## config.mk

```make
export PLATFORM = sky130hd
export DESIGN_NAME = apb_master_controller_flat
export DESIGN_NICKNAME = d
export VERILOG_FILES = /design/src/rtl/apb_master_controller_if.sv /design/src/rtl/apb_master_controller.sv /design/src/flat_wrapper.sv
export SDC_FILE = /design/constraint.sdc
export NUM_CORES = 1
export LEC_CHECK = 0
export ABC_AREA = 0
export CORE_MARGIN = 3
export CORE_UTILIZATION = 46
export CTS_CLUSTER_DIAMETER = 200
export DETAILED_ROUTE_END_ITERATION = 12
export PLACE_DENSITY = 0.77
export SYNTH_ARGS = -nofsm -noshare
export SYNTH_HDL_FRONTEND = slang
export SYNTH_SLANG_ARGS = --single-unit
```

## constraint.sdc

```tcl
create_clock -name clk -period 1.7 [get_ports clk]
set_input_delay 0.34 -clock clk [delete_from_list [all_inputs] [get_ports clk]]
set_output_delay 0.34 -clock clk [all_outputs]
set_load 0.01 [all_outputs]
```

## src/rtl/apb_master_controller_if.sv

```systemverilog
// ---------------------------------------------------------------------------
// apb_master_controller_if
// Bundles the AHB-side request signals and the APB bus driven by the
// APB-side initiator of the AHB-to-APB bridge.
//
// Signals:
//   valid      AHB address phase accepted this cycle
//   haddr      live AHB address
//   hwrite     live AHB write flag
//   hwdata     live AHB write data (data phase)
//   tempselx   one-hot peripheral decode of haddr
//   pready     APB completer ready
//   hreadyout  AHB ready back to the AHB master
//   pselx      APB selects
//   penable    APB enable
//   pwrite     APB direction
//   paddr      APB address
//   pwdata     APB write data
//
// Modports:
//   master  view of the APB initiator (drives the APB bus and hreadyout)
//   slave   view of everything around it (AHB side and APB completers)
// ---------------------------------------------------------------------------
interface apb_master_controller_if #(
    parameter int ADDR_W = 32,
    parameter int DATA_W = 32,
    parameter int NSEL   = 3
);
    logic              valid;
    logic [ADDR_W-1:0] haddr;
    logic              hwrite;
    logic [DATA_W-1:0] hwdata;
    logic [NSEL-1:0]   tempselx;
    logic              pready;
    logic              hreadyout;
    logic [NSEL-1:0]   pselx;
    logic              penable;
    logic              pwrite;
    logic [ADDR_W-1:0] paddr;
    logic [DATA_W-1:0] pwdata;

    modport master (
        input  valid, haddr, hwrite, hwdata, tempselx, pready,
        output hreadyout, pselx, penable, pwrite, paddr, pwdata
    );

    modport slave (
        output valid, haddr, hwrite, hwdata, tempselx, pready,
        input  hreadyout, pselx, penable, pwrite, paddr, pwdata
    );
endinterface

```

## src/rtl/apb_master_controller.sv

```systemverilog
// ---------------------------------------------------------------------------
// apb_master_controller
// APB-side initiator of the AHB-to-APB bridge. Turns an accepted AHB
// address phase into a two-phase SETUP/ACCESS APB transfer and stretches the
// AHB data phase through hreadyout until the APB transfer completes.
// Writes take an extra WWAIT cycle so the AHB write data (which arrives one
// cycle after the address) can be captured. Back-to-back transfers chain
// straight from the completing ACCESS cycle into the next transfer.
//
// Ports:
//   clk   bridge clock, rising edge
//   rst   synchronous active-high reset
//   bus   apb_master_controller_if.master (AHB request in, APB bus out)
//
// Configuration macro:
//   APB_PREADY_EN  defined: ACCESS waits on pready and hreadyout follows it
//                  undefined: pready is ignored, ACCESS lasts one cycle
//
// state  | meaning
// IDLE   | no transfer, hreadyout=1, waiting for an accept
// WWAIT  | write accepted, waiting one cycle for hwdata
// SETUP  | APB setup phase, pselx driven, penable=0
// ACCESS | APB access phase, penable=1, completes on pready
// ---------------------------------------------------------------------------
module apb_master_controller #(
    parameter int ADDR_W = 32,
    parameter int DATA_W = 32,
    parameter int NSEL   = 3
) (
    input  logic                    clk,
    input  logic                    rst,
    apb_master_controller_if.master bus
);

    typedef enum logic [1:0] {
        ST_IDLE   = 2'd0,
        ST_WWAIT  = 2'd1,
        ST_SETUP  = 2'd2,
        ST_ACCESS = 2'd3
    } state_t;

    state_t            r_state;
    logic [ADDR_W-1:0] r_addr_q;
    logic [NSEL-1:0]   r_sel_q;
    logic [NSEL-1:0]   r_pselx;
    logic              r_penable;
    logic              r_pwrite;
    logic [ADDR_W-1:0] r_paddr;
    logic [DATA_W-1:0] r_pwdata;

    logic              w_pready_ok;
    logic              w_hreadyout;
    logic              w_accept;

`ifdef APB_PREADY_EN
    assign w_pready_ok = bus.pready;
`else
    logic w_unused_pready;
    assign w_unused_pready = bus.pready;
    assign w_pready_ok     = 1'b1;
`endif

    always_comb begin
        w_hreadyout = 1'b0;
        case (r_state)
            ST_IDLE:   w_hreadyout = 1'b1;
            ST_ACCESS: w_hreadyout = w_pready_ok;
            default:   w_hreadyout = 1'b0;
        endcase
    end

    // hreadyout is only high in IDLE or a completing ACCESS, so this also
    // filters out any valid seen while a transfer is still in flight.
    assign w_accept = bus.valid && w_hreadyout;

    always_ff @(posedge clk) begin
        if (rst) begin
            r_state   <= ST_IDLE;
            r_addr_q  <= '0;
            r_sel_q   <= '0;
            r_pselx   <= '0;
            r_penable <= 1'b0;
            r_pwrite  <= 1'b0;
            r_paddr   <= '0;
            r_pwdata  <= '0;
        end else begin
            case (r_state)
                ST_WWAIT: begin
                    r_state  <= ST_SETUP;
                    r_paddr  <= r_addr_q;
                    r_pselx  <= r_sel_q;
                    r_pwrite <= 1'b1;
                    r_pwdata <= bus.hwdata;
                end
                ST_SETUP: begin
                    r_state   <= ST_ACCESS;
                    r_penable <= 1'b1;
                end
                ST_ACCESS: begin
                    if (w_pready_ok) begin
                        r_state   <= ST_IDLE;
                        r_pselx   <= '0;
                        r_penable <= 1'b0;
                    end
                end
                default: ;
            endcase

            // A new transfer accepted in a completing ACCESS overrides the
            // return to IDLE above.
            if (w_accept) begin
                r_penable <= 1'b0;
                if (bus.hwrite) begin
                    r_state  <= ST_WWAIT;
                    r_addr_q <= bus.haddr;
                    r_sel_q  <= bus.tempselx;
                    r_pselx  <= '0;
                end else begin
                    r_state  <= ST_SETUP;
                    r_paddr  <= bus.haddr;
                    r_pselx  <= bus.tempselx;
                    r_pwrite <= 1'b0;
                end
            end
        end
    end

    assign bus.hreadyout = w_hreadyout;
    assign bus.pselx     = r_pselx;
    assign bus.penable   = r_penable;
    assign bus.pwrite    = r_pwrite;
    assign bus.paddr     = r_paddr;
    assign bus.pwdata    = r_pwdata;

endmodule

```

## src/flat_wrapper.sv

```systemverilog
// flat-port wrapper written by rule: the top's interface ports become plain ports
module apb_master_controller_flat 
#(
    parameter int ADDR_W = 32,
    parameter int DATA_W = 32,
    parameter int NSEL   = 3
)
  (clk, rst, bus_valid, bus_haddr, bus_hwrite, bus_hwdata, bus_tempselx, bus_pready, bus_hreadyout, bus_pselx, bus_penable, bus_pwrite, bus_paddr, bus_pwdata);
  apb_master_controller_if #(.ADDR_W(ADDR_W), .DATA_W(DATA_W), .NSEL(NSEL)) bus_i ();
  input  logic clk;
  input  logic rst;
  input wire logic [$bits(bus_i.valid)-1:0] bus_valid;
  input wire logic [$bits(bus_i.haddr)-1:0] bus_haddr;
  input wire logic [$bits(bus_i.hwrite)-1:0] bus_hwrite;
  input wire logic [$bits(bus_i.hwdata)-1:0] bus_hwdata;
  input wire logic [$bits(bus_i.tempselx)-1:0] bus_tempselx;
  input wire logic [$bits(bus_i.pready)-1:0] bus_pready;
  output wire logic [$bits(bus_i.hreadyout)-1:0] bus_hreadyout;
  output wire logic [$bits(bus_i.pselx)-1:0] bus_pselx;
  output wire logic [$bits(bus_i.penable)-1:0] bus_penable;
  output wire logic [$bits(bus_i.pwrite)-1:0] bus_pwrite;
  output wire logic [$bits(bus_i.paddr)-1:0] bus_paddr;
  output wire logic [$bits(bus_i.pwdata)-1:0] bus_pwdata;
  assign bus_i.valid = bus_valid;
  assign bus_i.haddr = bus_haddr;
  assign bus_i.hwrite = bus_hwrite;
  assign bus_i.hwdata = bus_hwdata;
  assign bus_i.tempselx = bus_tempselx;
  assign bus_i.pready = bus_pready;
  assign bus_hreadyout = bus_i.hreadyout;
  assign bus_pselx = bus_i.pselx;
  assign bus_penable = bus_i.penable;
  assign bus_pwrite = bus_i.pwrite;
  assign bus_paddr = bus_i.paddr;
  assign bus_pwdata = bus_i.pwdata;
  apb_master_controller #(.ADDR_W(ADDR_W), .DATA_W(DATA_W), .NSEL(NSEL)) u_core (.clk(clk), .rst(rst), .bus(bus_i));
endmodule
```

== Word-level counts from Yosys, hierarchy flattened ==
Index checks and enable logic that the tools add are counted.
Operators by class
  eq/ne operators: 3
  muxes and demuxes: 14
  reduce and logical (&&, ||, !) cells: 8
Operator list (number)
  32-bit two-way mux: 3
  3-bit two-way mux: 2
  2-bit one-hot mux with 3 select lines: 1
  3-bit one-hot mux with 2 select lines: 1
  2-bit == test (second input constant): 2
  1-bit two-way mux: 4
  2-bit two-way mux: 2
  4-bit nonzero test: 1
  2-bit OR reduction: 2
  3-bit nonzero test: 1
  2-bit by 1-bit == test with 1-bit output (second input constant): 1
  2-bit zero test: 1
  1-bit one-hot mux with 2 select lines: 1
  2-bit AND reduction: 1
  2-bit nonzero test: 1
  1-bit logical AND: 1
Word-level totals
  bits in registers: 106
  bits of input ports: 72
  output and inout bits: 70
  logic and storage cells: 33

== Logic depth before layout (Yosys ltp) ==
  depth after elaboration: 5
  depth in mapped cells: 8
  depth with buffers taken out: 5

== Least setup slack after synthesis ==
No wires, ideal clock.
  path kind: reg2reg
  start: register u_core.r_state[0]
  end: register u_core.r_addr_q[3]
  setup time: 0.137 ns
  data arrival time: 1.458 ns
  slack: 0.106 ns
  stages on the path, launching flop included: 9
  clock period less this slack: 1.594 ns
  path through: dfxtp_1 > inv_1 > ha_1 > buf_4 > and3_1 > buf_6 > buf_6 > nand2_1 > a21oi_1
On the way
  longest elaborated chain between the ends: 5
  elaborated cells on any way between the ends: 6
  classes of those cells: eq/ne (1); mux (1); reduce/logical (4)
Ends and longest elaborated chain
  start: declaration: line apb_master_controller.sv:42  | state_t r_state;
  start signal: assignment: line apb_master_controller.sv:78  | r_state <= ST_IDLE;
  start signal: assignment: line apb_master_controller.sv:89  | r_state <= ST_SETUP;
  start signal: assignment: line apb_master_controller.sv:96  | r_state <= ST_ACCESS;
  2-bit == test / 2-bit zero test (equally long branches): line apb_master_controller.sv:65  | case (r_state)
  2-bit OR reduction (no source line) (*)
  1-bit two-way mux (*): line apb_master_controller.sv:65
  net bus_hreadyout: line flat_wrapper.sv:18  | output wire logic [$bits(bus_i.hreadyout)-1:0] bus_hreadyout;
  1-bit logical AND (*): line apb_master_controller.sv:74  | assign w_accept = bus.valid && w_hreadyout;
  2-bit AND reduction (no source line) (*)
  end signal: assignment: line apb_master_controller.sv:115  | r_addr_q <= bus.haddr;
  end: declaration: line apb_master_controller.sv:43  | logic [ADDR_W-1:0] r_addr_q;
Mark *: on every way through the listed nets, which the timed path passes. The rest lies on a longest branch.
A chain may end at the register's enable or synchronous reset.

== Worst setup path after layout ==
  start: register u_core.r_state[0]
  end: output bus_hreadyout
On the way
  longest elaborated chain between the ends: 3
  elaborated cells on any way between the ends: 4
  classes of those cells: eq/ne (1); mux (1); reduce/logical (2)
Ends and longest elaborated chain (line)
  2-bit == test / 2-bit zero test (equally long branches): apb_master_controller.sv:65
  2-bit OR reduction (no source line) (*)
  1-bit two-way mux (*): apb_master_controller.sv:65
  end: declaration: flat_wrapper.sv:18
Mark *: on every way between the ends. The rest lies on a longest branch, timed or not.

==> flow_summary.ini <==
[cells_and_area]
area_growth_pct = 38.6
final_util_pct = 66.3
fin_nets = 654
n_antenna_cell = 0
drive_gt1_share_pct = 16.8

[timing]
tightest_slew_ps = 256
period_share_pct = 95.0
hold_viol = 0
final-max-slew-violation-count = 0
setup_ws_ps = 85.4
holdWs_ps = 294
rsz0062_at_grt = false
fin_skew_ps = 12.6
finalSetupViolCount = 0
max_freq_mhz = 619
max-slew-margin-rel_pct = 82.9
period_minus_slack_ps = 1610

[run]
cap_violations = 0

[power_and_ir_drop]
total_power_mw = 8.00
power_density_nw_per_um2 = 1290
seqPwrFrac_pct = 40.0
peakVddDrop_mv = 0.657
swShare_pct = 33.4
p_int_mw = 5.33
share_comb_of_total_power_pct = 42.3
clockPowerShare_pct = 17.7
p_leak_nw = 2.17
net-switching-power_mw = 2.67

[placement]
dp_hpwl_mm = 7.21
port_buffers = 140
pre_cts_slack_ps = -30.8
gp_routability_congestion = 0.738

[floorplanning]
start_util_pct = 47.8
die-height_um = 104
die_x_um = 104
io_pins = 142
rows = 35
core_sq_um = 9330
fp.dieArea_sq_um = 10900

[clock_tree]
root_buffer = clkbuf_8
cts_tree = yes
ctsHoldBuffers = 0
clkTransAtPathRegs_ps = 100
clk_latency_ps = 360
max-clock-path-buffers = 2
htreeDepth = 3
clock_sinks = 106
numCtsBuffers = 9

[critical_path]
worst_setup_path_end_kind = output port
cp_num_buf_inv = 2
r2r_cells = 7
cp.depth = 3
cpMaxStageDelayCell = dfxtp_1
crit_chain = inv_1, ha_1, clkdlybuf4s15_1
path_max_fanout = 2
cp-start-kind = flip-flop
critical_path_arrival_ps = 1270
slowest_delay_ps = 340
cp_top_family = flip-flops
cp_data_required_time_ps = 1360
critical_path_class = flip-flop to output port

[grt]
grt_pass1_vias = 3502
grt_usage_pct = 18.5
grt_antenna_before_repair = 0
grt_overflow_total = 0
grt_pass1_wl_mm = 16.6
grt_max_degree = 49

[yosys]
ys.flop_type = dfxtp_1
synth_cell_types = 26
synthCells = 445
synth_top_area_cell = dfxtp_1
synth_top_area_share_pct = 47.6
ys_ff_latch = 106
synth_nets = 521
synth-async-reset-ratio_pct = 0
ys_top_cells_by_area = dfxtp_1 48%, mux2i_1 14%, a211oi_2 9.0%
seq_area_frac_synth_pct = 47.6
synth_edf_count = 0
yosys_warnings = 0
synth_commonest_cells = 106 x dfxtp_1, 74 x nand2_1, 64 x mux2i_1, 38 x nor2_1, 36 x a21oi_1
synth_most_common_cell = dfxtp_1
synth.avg_cell_area_sq_um = 10.0
synth.cell_area_sq_um = 4460

[detailed_routing]
drc = 0
vias = 3574
postRouteAntennaNets = 0
wirelength_mm = 10.1
firstDrtPassIters = 4
viasPerCell = 5.02
drtIter0Drc = 97
routedWlPerCell_um = 14.2

[worst_hold_path]
holdPathStages = 2
hp-class = input pin to flip-flop

[outcome]
status = finished, final reports clean
-- power by group through the flow --
stage	Combinational (mW)	Clock, mW	Sequential [mW]
floorplan	1.91	0	3.40
global placement	3.34	0	3.23
detailed placement	3.43	0	3.26
CTS	3.42	1.47	3.21
global route	3.65	1.57	3.26
finish	3.38	1.42	3.20
-- flip-flops by register name (all words and copies together) (netlist names) --
signal and cells:
u_core.bus.paddr 32, u_core.bus.penable 1, u_core.bus.pselx 3, u_core.bus.pwdata 32, u_core.bus.pwrite 1, u_core.r_addr_q 32, u_core.r_sel_q 3, u_core.r_state 2
-- final timing paths --
kind | startpoint | end | slack [ps]
hold / removal | rst | u_core.bus.paddr[18]$_SDFF_PP0_ | 290
setup reg to reg | u_core.r_state[0]$_SDFFE_PP0P_ | u_core.r_addr_q[31]$_SDFFE_PP0P_ | 150
hold reg to reg | u_core.r_addr_q[18]$_SDFFE_PP0P_ | u_core.r_addr_q[18]$_SDFFE_PP0P_ | 460
setup / recovery | u_core.r_state[0]$_SDFFE_PP0P_ | bus_hreadyout | 90
-- logic make-up after synthesis --
| logic type | share of synthesized area, % |
|---|---|
| fa+ha+maj | 1.12 |
| flops | 47.6 |
| mux | 14.4 |
| compound gates | 14.9 |
| buf+inv | 7.01 |
| simple gates | 15.1 |
-- what timing repair did --
item                       4_1_cts  5_1_grt
buffers inserted                 0        0
resized for setup                2        1
setup endpoints to repair        1        1
pin swaps                        0        0
-- placed cells by master (no fill, tap or decap), drive strengths merged --
| cell | n |
|---|---|
| clkbuf | 11 |
| clkinvlp | 1 |
| a211oi | 35 |
| nor3 | 5 |
| o21ai | 4 |
| dfxtp | 106 |
| mux2i | 64 |
| nand3 | 1 |
| clkinv | 3 |
| nor2 | 66 |
| a21oi | 36 |
| clkdlybuf4s50 | 138 |
| buf | 19 |
| nand2 | 74 |
| ha | 4 |
| a21o | 1 |
| nand3b | 1 |
| and3b | 1 |
| clkdlybuf4s15 | 1 |
| o31ai | 2 |
| a221oi | 2 |
| inv | 6 |
| nand2b | 1 |
| and3 | 1 |
-- final cells by class --
type	instances	area (sq um)
clock buffers	11	141
clock inverters	5	38.8
fillers	807	3150
inverters	5	18.8
multi-input cells	298	2040
flip-flops and latches	106	2120
well taps	129	161
repair buffers	158	1660
-- routing by layer --
layer / wire length [um] / vias to the layer above / share of wire [%] / GRT usage [%]
met3: 515 / 16 / 5.1 / 3.79
met2: 5050 / 98 / 50 / 31.0
met5: 0 / - / 0 / 0
met4: 161 / 0 / 1.6 / 7.60
met1: 4400 / 1686 / 43 / 23.1
li1: - / 1774 / - / -
-- metrics by stage --
step	TNS [ps]	instances	cell area, sq um
after floorplan	0	445	4460
after global placement	0	696	6000
after detailed placement	-94.6	696	6000
after CTS	0	712	6180
after global routing	0	712	6180
final	0	712	6180
Power figures use the tool's default switching activity.
